$ cat src/rtl/ofdm_pkg.sv
// ofdm_pkg: shared block geometry and adapter FSM state type
// for the 64-QAM OFDM link stream adapter.
package ofdm_pkg;

    localparam int BYTES_PER_BLOCK  = 24;
    localparam int BLOCK_W          = 8 * BYTES_PER_BLOCK;
    localparam int CORE_LATENCY_DEF = 512;

    typedef enum logic [1:0] {
        FILL,
        LAUNCH,
        WAIT,
        DRAIN
    } state_e;

endpackage

$ cat src/rtl/ofdm_stream_adapter_byte_shift_reg.sv
// byte_shift_reg: W-bit register that shifts one byte in at the
// LSB end (MSB-first packing) or parallel-loads a whole block.
module byte_shift_reg #(
    parameter int W = 192
) (
    input  logic         clk,
    input  logic         reset,
    input  logic         load,
    input  logic [W-1:0] load_data,
    input  logic         shift,
    input  logic [7:0]   shift_in,
    output logic [W-1:0] q
);

    logic [W-1:0] data_q;
    logic [W-1:0] data_d;

    // Parallel load has priority over a byte shift.
    always_comb begin
        data_d = data_q;
        if (load) begin
            data_d = load_data;
        end else if (shift) begin
            data_d = {data_q[W-9:0], shift_in};
        end
    end

    // Block register.
    always_ff @(posedge clk or negedge reset) begin
        if (!reset) begin
            data_q <= '0;
        end else begin
            data_q <= data_d;
        end
    end

    assign q = data_q;

endmodule

$ cat src/rtl/ofdm_stream_adapter.sv
// ofdm_stream_adapter: packs bytes into a block for the OFDM core,
// waits out the core latency, then streams the decoded block out.
module ofdm_stream_adapter
    import ofdm_pkg::*;
#(
    parameter int BYTES        = BYTES_PER_BLOCK,
    parameter int CORE_LATENCY = CORE_LATENCY_DEF
) (
    input  logic               clk,
    input  logic               reset,
    input  logic [7:0]         in_data,
    input  logic               in_valid,
    output logic               in_ready,
    output logic               core_start,
    output logic [8*BYTES-1:0] core_data_in,
    input  logic [8*BYTES-1:0] core_data_out,
    output logic [7:0]         out_data,
    output logic               out_valid,
    input  logic               out_ready,
    output logic               busy
);

    localparam int W  = 8 * BYTES;
    localparam int CW = $clog2(BYTES) + 1;
    localparam int LW = $clog2(CORE_LATENCY + 1);

    localparam logic [CW-1:0] LAST_IDX = CW'(BYTES - 1);
    localparam logic [LW-1:0] LAT_INIT = LW'(CORE_LATENCY);
    localparam logic [LW-1:0] LAT_ONE  = LW'(1);

    state_e        state_q, state_d;
    logic [CW-1:0] cnt_q, cnt_d;
    logic [LW-1:0] lat_q, lat_d;

    logic         in_shift;
    logic         out_load;
    logic         out_shift;
    logic [W-1:0] out_sr;

    // Next-state, counters and handshake strobes.
    always_comb begin
        state_d    = state_q;
        cnt_d      = cnt_q;
        lat_d      = lat_q;
        core_start = 1'b0;
        out_valid  = 1'b0;
        in_shift   = 1'b0;
        out_load   = 1'b0;
        out_shift  = 1'b0;
        unique case (state_q)
            FILL: begin
                if (in_valid) begin
                    in_shift = 1'b1;
                    if (cnt_q == LAST_IDX) begin
                        cnt_d   = '0;
                        state_d = LAUNCH;
                    end else begin
                        cnt_d = cnt_q + CW'(1);
                    end
                end
            end
            LAUNCH: begin
                core_start = 1'b1;
                lat_d      = LAT_INIT;
                state_d    = WAIT;
            end
            WAIT: begin
                lat_d = lat_q - LAT_ONE;
                if (lat_q == LAT_ONE) begin
                    out_load = 1'b1;
                    cnt_d    = '0;
                    state_d  = DRAIN;
                end
            end
            DRAIN: begin
                out_valid = 1'b1;
                if (out_ready) begin
                    out_shift = 1'b1;
                    if (cnt_q == LAST_IDX) begin
                        cnt_d   = '0;
                        state_d = FILL;
                    end else begin
                        cnt_d = cnt_q + CW'(1);
                    end
                end
            end
            default: state_d = FILL;
        endcase
    end

    // State and counter registers.
    always_ff @(posedge clk or negedge reset) begin
        if (!reset) begin
            state_q <= FILL;
            cnt_q   <= '0;
            lat_q   <= '0;
        end else begin
            state_q <= state_d;
            cnt_q   <= cnt_d;
            lat_q   <= lat_d;
        end
    end

    // in_ready drops while reset is held even though state is FILL.
    assign in_ready = (state_q == FILL) & reset;
    assign busy     = (state_q != FILL);
    assign out_data = out_sr[W-1 -: 8];

    byte_shift_reg #(
        .W (W)
    ) u_in_sr (
        .clk       (clk),
        .reset     (reset),
        .load      (1'b0),
        .load_data ('0),
        .shift     (in_shift),
        .shift_in  (in_data),
        .q         (core_data_in)
    );

    byte_shift_reg #(
        .W (W)
    ) u_out_sr (
        .clk       (clk),
        .reset     (reset),
        .load      (out_load),
        .load_data (core_data_out),
        .shift     (out_shift),
        .shift_in  (8'h00),
        .q         (out_sr)
    );

endmodule

$ cat config.mk
export PLATFORM = sky130hd
export DESIGN_NAME = ofdm_stream_adapter
export DESIGN_NICKNAME = d
export VERILOG_FILES = /design/src/rtl/ofdm_pkg.sv /design/src/rtl/ofdm_stream_adapter_byte_shift_reg.sv /design/src/rtl/ofdm_stream_adapter.sv
export SDC_FILE = /design/constraint.sdc
export NUM_CORES = 1
export LEC_CHECK = 0
export CELL_PAD_IN_SITES_DETAIL_PLACEMENT = 2
export CELL_PAD_IN_SITES_GLOBAL_PLACEMENT = 2
export CORE_MARGIN = 3
export CORE_UTILIZATION = 33
export CTS_BUF_LIST = sky130_fd_sc_hd__clkbuf_16
export CTS_CLUSTER_SIZE = 30
export DETAILED_ROUTE_END_ITERATION = 10
export PLACE_DENSITY = 0.87
export SYNTH_ARGS = -nofsm -noshare
export SYNTH_HDL_FRONTEND = slang
export SYNTH_SLANG_ARGS = --single-unit
$ cat constraint.sdc
create_clock -name clk -period 2.9 [get_ports clk]
set_input_delay 0.58 -clock clk [delete_from_list [all_inputs] [get_ports clk]]
set_output_delay 0.58 -clock clk [all_outputs]
set_load 0.005 [all_outputs]
==> metrics.txt <==
R2R depth=7; most common cell after layout, fill and taps aside=clkdlybuf4s50_1; Synth Warn #=0; Cell Area, Synth=roughly 17000 um^2; sequential-to-total area share from yosys stat=60.2%; Post-layout nets=2146; Tmin final=2.73 ns; largest net degree at the start of global routing=174; CTS Buf Count=46; Post-Syn Area per Cell=10.7 um^2; HP Class=input pin to async pin; Routability Congestion=0.780; Critical Path Source Type=flop; mean routed wirelength per cell=between 20 and 25 um; WS Path Type=flop to output port; final design utilization=46.4%; GR Util All Layers=22.4%; Final Max Tran Viols=0; first-pass GRT wire length=93600 um; Die Width=231 um; Mapped Nets=1778; Critical Path End Type=output port; antenna viol nets, final=0; Initial Util=33.8%; num rows=approximately 80; Power, Total=18600 uW; WL final=between 60000 and 70000 um; worst-path cell chain=inv_1 > ha_2 > and2_1 > clkdlybuf4s50_1; Distinct cells, synth=40; crit path max fanout=5; Tcrit/Tclk final=94.1%; max_cap viols=0; Peak VDD IR=453 uV; Worst path slowest cell=clkdlybuf4s50_1; PwrDens=809 nW/um^2; vias per cell=~5.1; Hold Fails Final Rpt=0; R2R Path Start=state_q[0]; initial antenna violation count=9; required time of the worst setup path=2.32 ns; vias in the first global route=15500; Max stage delay on crit path=0.54 ns; Crit path arrival time=2.15 ns; clk buf depth=3; core area=about 49000 um^2; Setup TNS Final=0 ns; CTS tree=built; Post-Synthesis Cells=1566; grt ovf=0; Reg clk slew, reported paths=0.06 ns; Starting DRT DRC Count=728; Clock Skew=0.0239 ns; Clock Tree Root=clkbuf_16; most frequent cells in the layout=406 x clkdlybuf4s50_1, 402 x dfrtp_1, 388 x nand2_1; H-tree depth=2; I/O pins=408; Worst R2R End=u_out_sr.q[74]; Die Area=roughly 53000 um^2; status=finished, final reports clean; Fmax=0.366 GHz; reg-to-reg slack, setup=0.50 ns; via count=about 13000; RSZ-0062 raised after global routing=false; drc violations=0; IO Port Bufs=about 400; area delta synth->final=37.3%; layout cells sized above 1=~15%; flops & latches, synth=402; DP HPWL=42500 um; Lkg Pwr=0.0104 uW; Post-CTS Setup Inserts=0; Slew HR=between 20% and 30%; Die Span Y=231 um; Final Setup Violations=0; clock latency on the worst-skew pair=roughly 0.58 ns; TritonRoute pass-1 iters=5; Slew @ Worst Pin=1.05 ns; Clock Sinks=about 400
==> report_power, final <==
part	switching (uW)	leakage (uW)	internal (uW)
Sequential	1040	0.00546	6960
Clock	2400	0.000746	3060
Combinational	2530	0.00422	2570
Total	5970	0.0104	12600
==> worst max-delay path: cells and delay by family, from the launching register on <==
family        cells  cell delay [ns]
buf+inv           2             0.69
fa+ha+maj         1             0.30
flops             1             0.40
simple gates      1             0.17
==> synth_stat cells, drive strengths merged <==
master	number	area, um^2
a21oi	4	20.0
a22o	2	17.5
a31oi	185	1160
a32o	1	10.0
a41oi	1	16.3
and2	3	18.8
and3	2	12.5
and4	2	17.5
and4bb	1	12.5
buf	34	189
clkbuf	81	304
dfrtp	402	10100
ha	8	100
inv	7	26.3
mux2	192	2160
mux2i	3	30.0
nand2	390	1460
nand2b	3	18.8
nand3	11	55.1
nand3b	1	7.51
nand4	2	12.5
nand4b	1	8.76
nor2	196	736
nor2b	2	12.5
nor3	3	20.0
nor4	2	27.5
o21ai	8	40.0
o221ai	1	8.76
o2bb2ai	1	8.76
o31ai	1	7.51
o41ai	1	8.76
or2	1	6.26
or3	6	37.5
or4	2	15.0
xnor2	4	35.0
xor2	2	17.5
==> repair_timing <==
| item | CTS | global route |
|---|---|---|
| hold endpoints to repair | 16 | 0 |
| gates resized for setup | 0 | 1 |
| setup endpoints to repair | 0 | 1 |
| hold buffers | 1 | 0 |
==> logic make-up (layout without fill, tap and decap cells) <==
kind of cell               count (synthesis)  after routing  synth area share [%]
AOI/OAI and AO/OA                        205            205                  7.75
xor gates and xnor gates                   6              6                 0.315
adders and majority gates                  8              8                 0.599
buffers and inverters                    122            528                  3.11
DFF                                      402            402                  60.2
muxes                                    195            195                  13.1
other                                      0              4                     0
and+or+nand+nor                          628            628                  14.9
==> metal layers <==
layer	part of all wire, %	up-vias	global-route usage, %
met5	0.097	-	0
met3	4.4	118	4.26
met2	53	319	41.7
met4	3.3	10	8.12
met1	39	6933	25.5
li1	-	6065	-
==> cell type report <==
| cell class | count | area [um^2] |
|---|---|---|
| antenna | 4 | 10.0 |
| clock buffer | 46 | 1150 |
| clock inverter | 40 | 238 |
| fill | 5102 | 26500 |
| inverter | 7 | 26.3 |
| multi-input combinational | 1042 | 6140 |
| sequential | 402 | 10100 |
| tap | 664 | 831 |
| timing repair buffer | 435 | 4470 |
==> flip-flops by register name (all words and copies together) (netlist names) <==
| register | cells |
|---|---|
| state_q | 2 |
| u_in_sr.q | 192 |
| cnt_q | 6 |
| lat_q | 10 |
| u_out_sr.q | 192 |
==> through the flow <==
step / cell area (um^2) / cells / hold slack, ns / setup slack [ns]
3_5_place_dp: 21500 / 2549 / 0.442 / 0.589
3_3_place_gp: 21500 / 2549 / 0.444 / 0.638
2_1_floorplan: 16700 / 1566 / 0.284 / 0.992
4_1_cts: 22900 / 2636 / 0.408 / 0.0286
5_1_grt: 22900 / 2637 / 0.433 / 0.0657
6_report: 22900 / 2640 / 0.432 / 0.170
==> worst max-delay path by stage <==
stage | start | to | slack, ns | cells after the start
finish | state_q[1] | in_ready | 0.17 | 4
global route | state_q[1] | in_ready | 0.07 | 4
CTS | state_q[1] | in_ready | 0.03 | 4
detailed placement | out_ready | u_out_sr.q[191] | 0.59 | 5
global placement | in_valid | cnt_q[4] | 0.64 | 5
floorplan | state_q[0] | u_out_sr.q[148] | 0.99 | 8
Power figures use the tool's default switching activity.
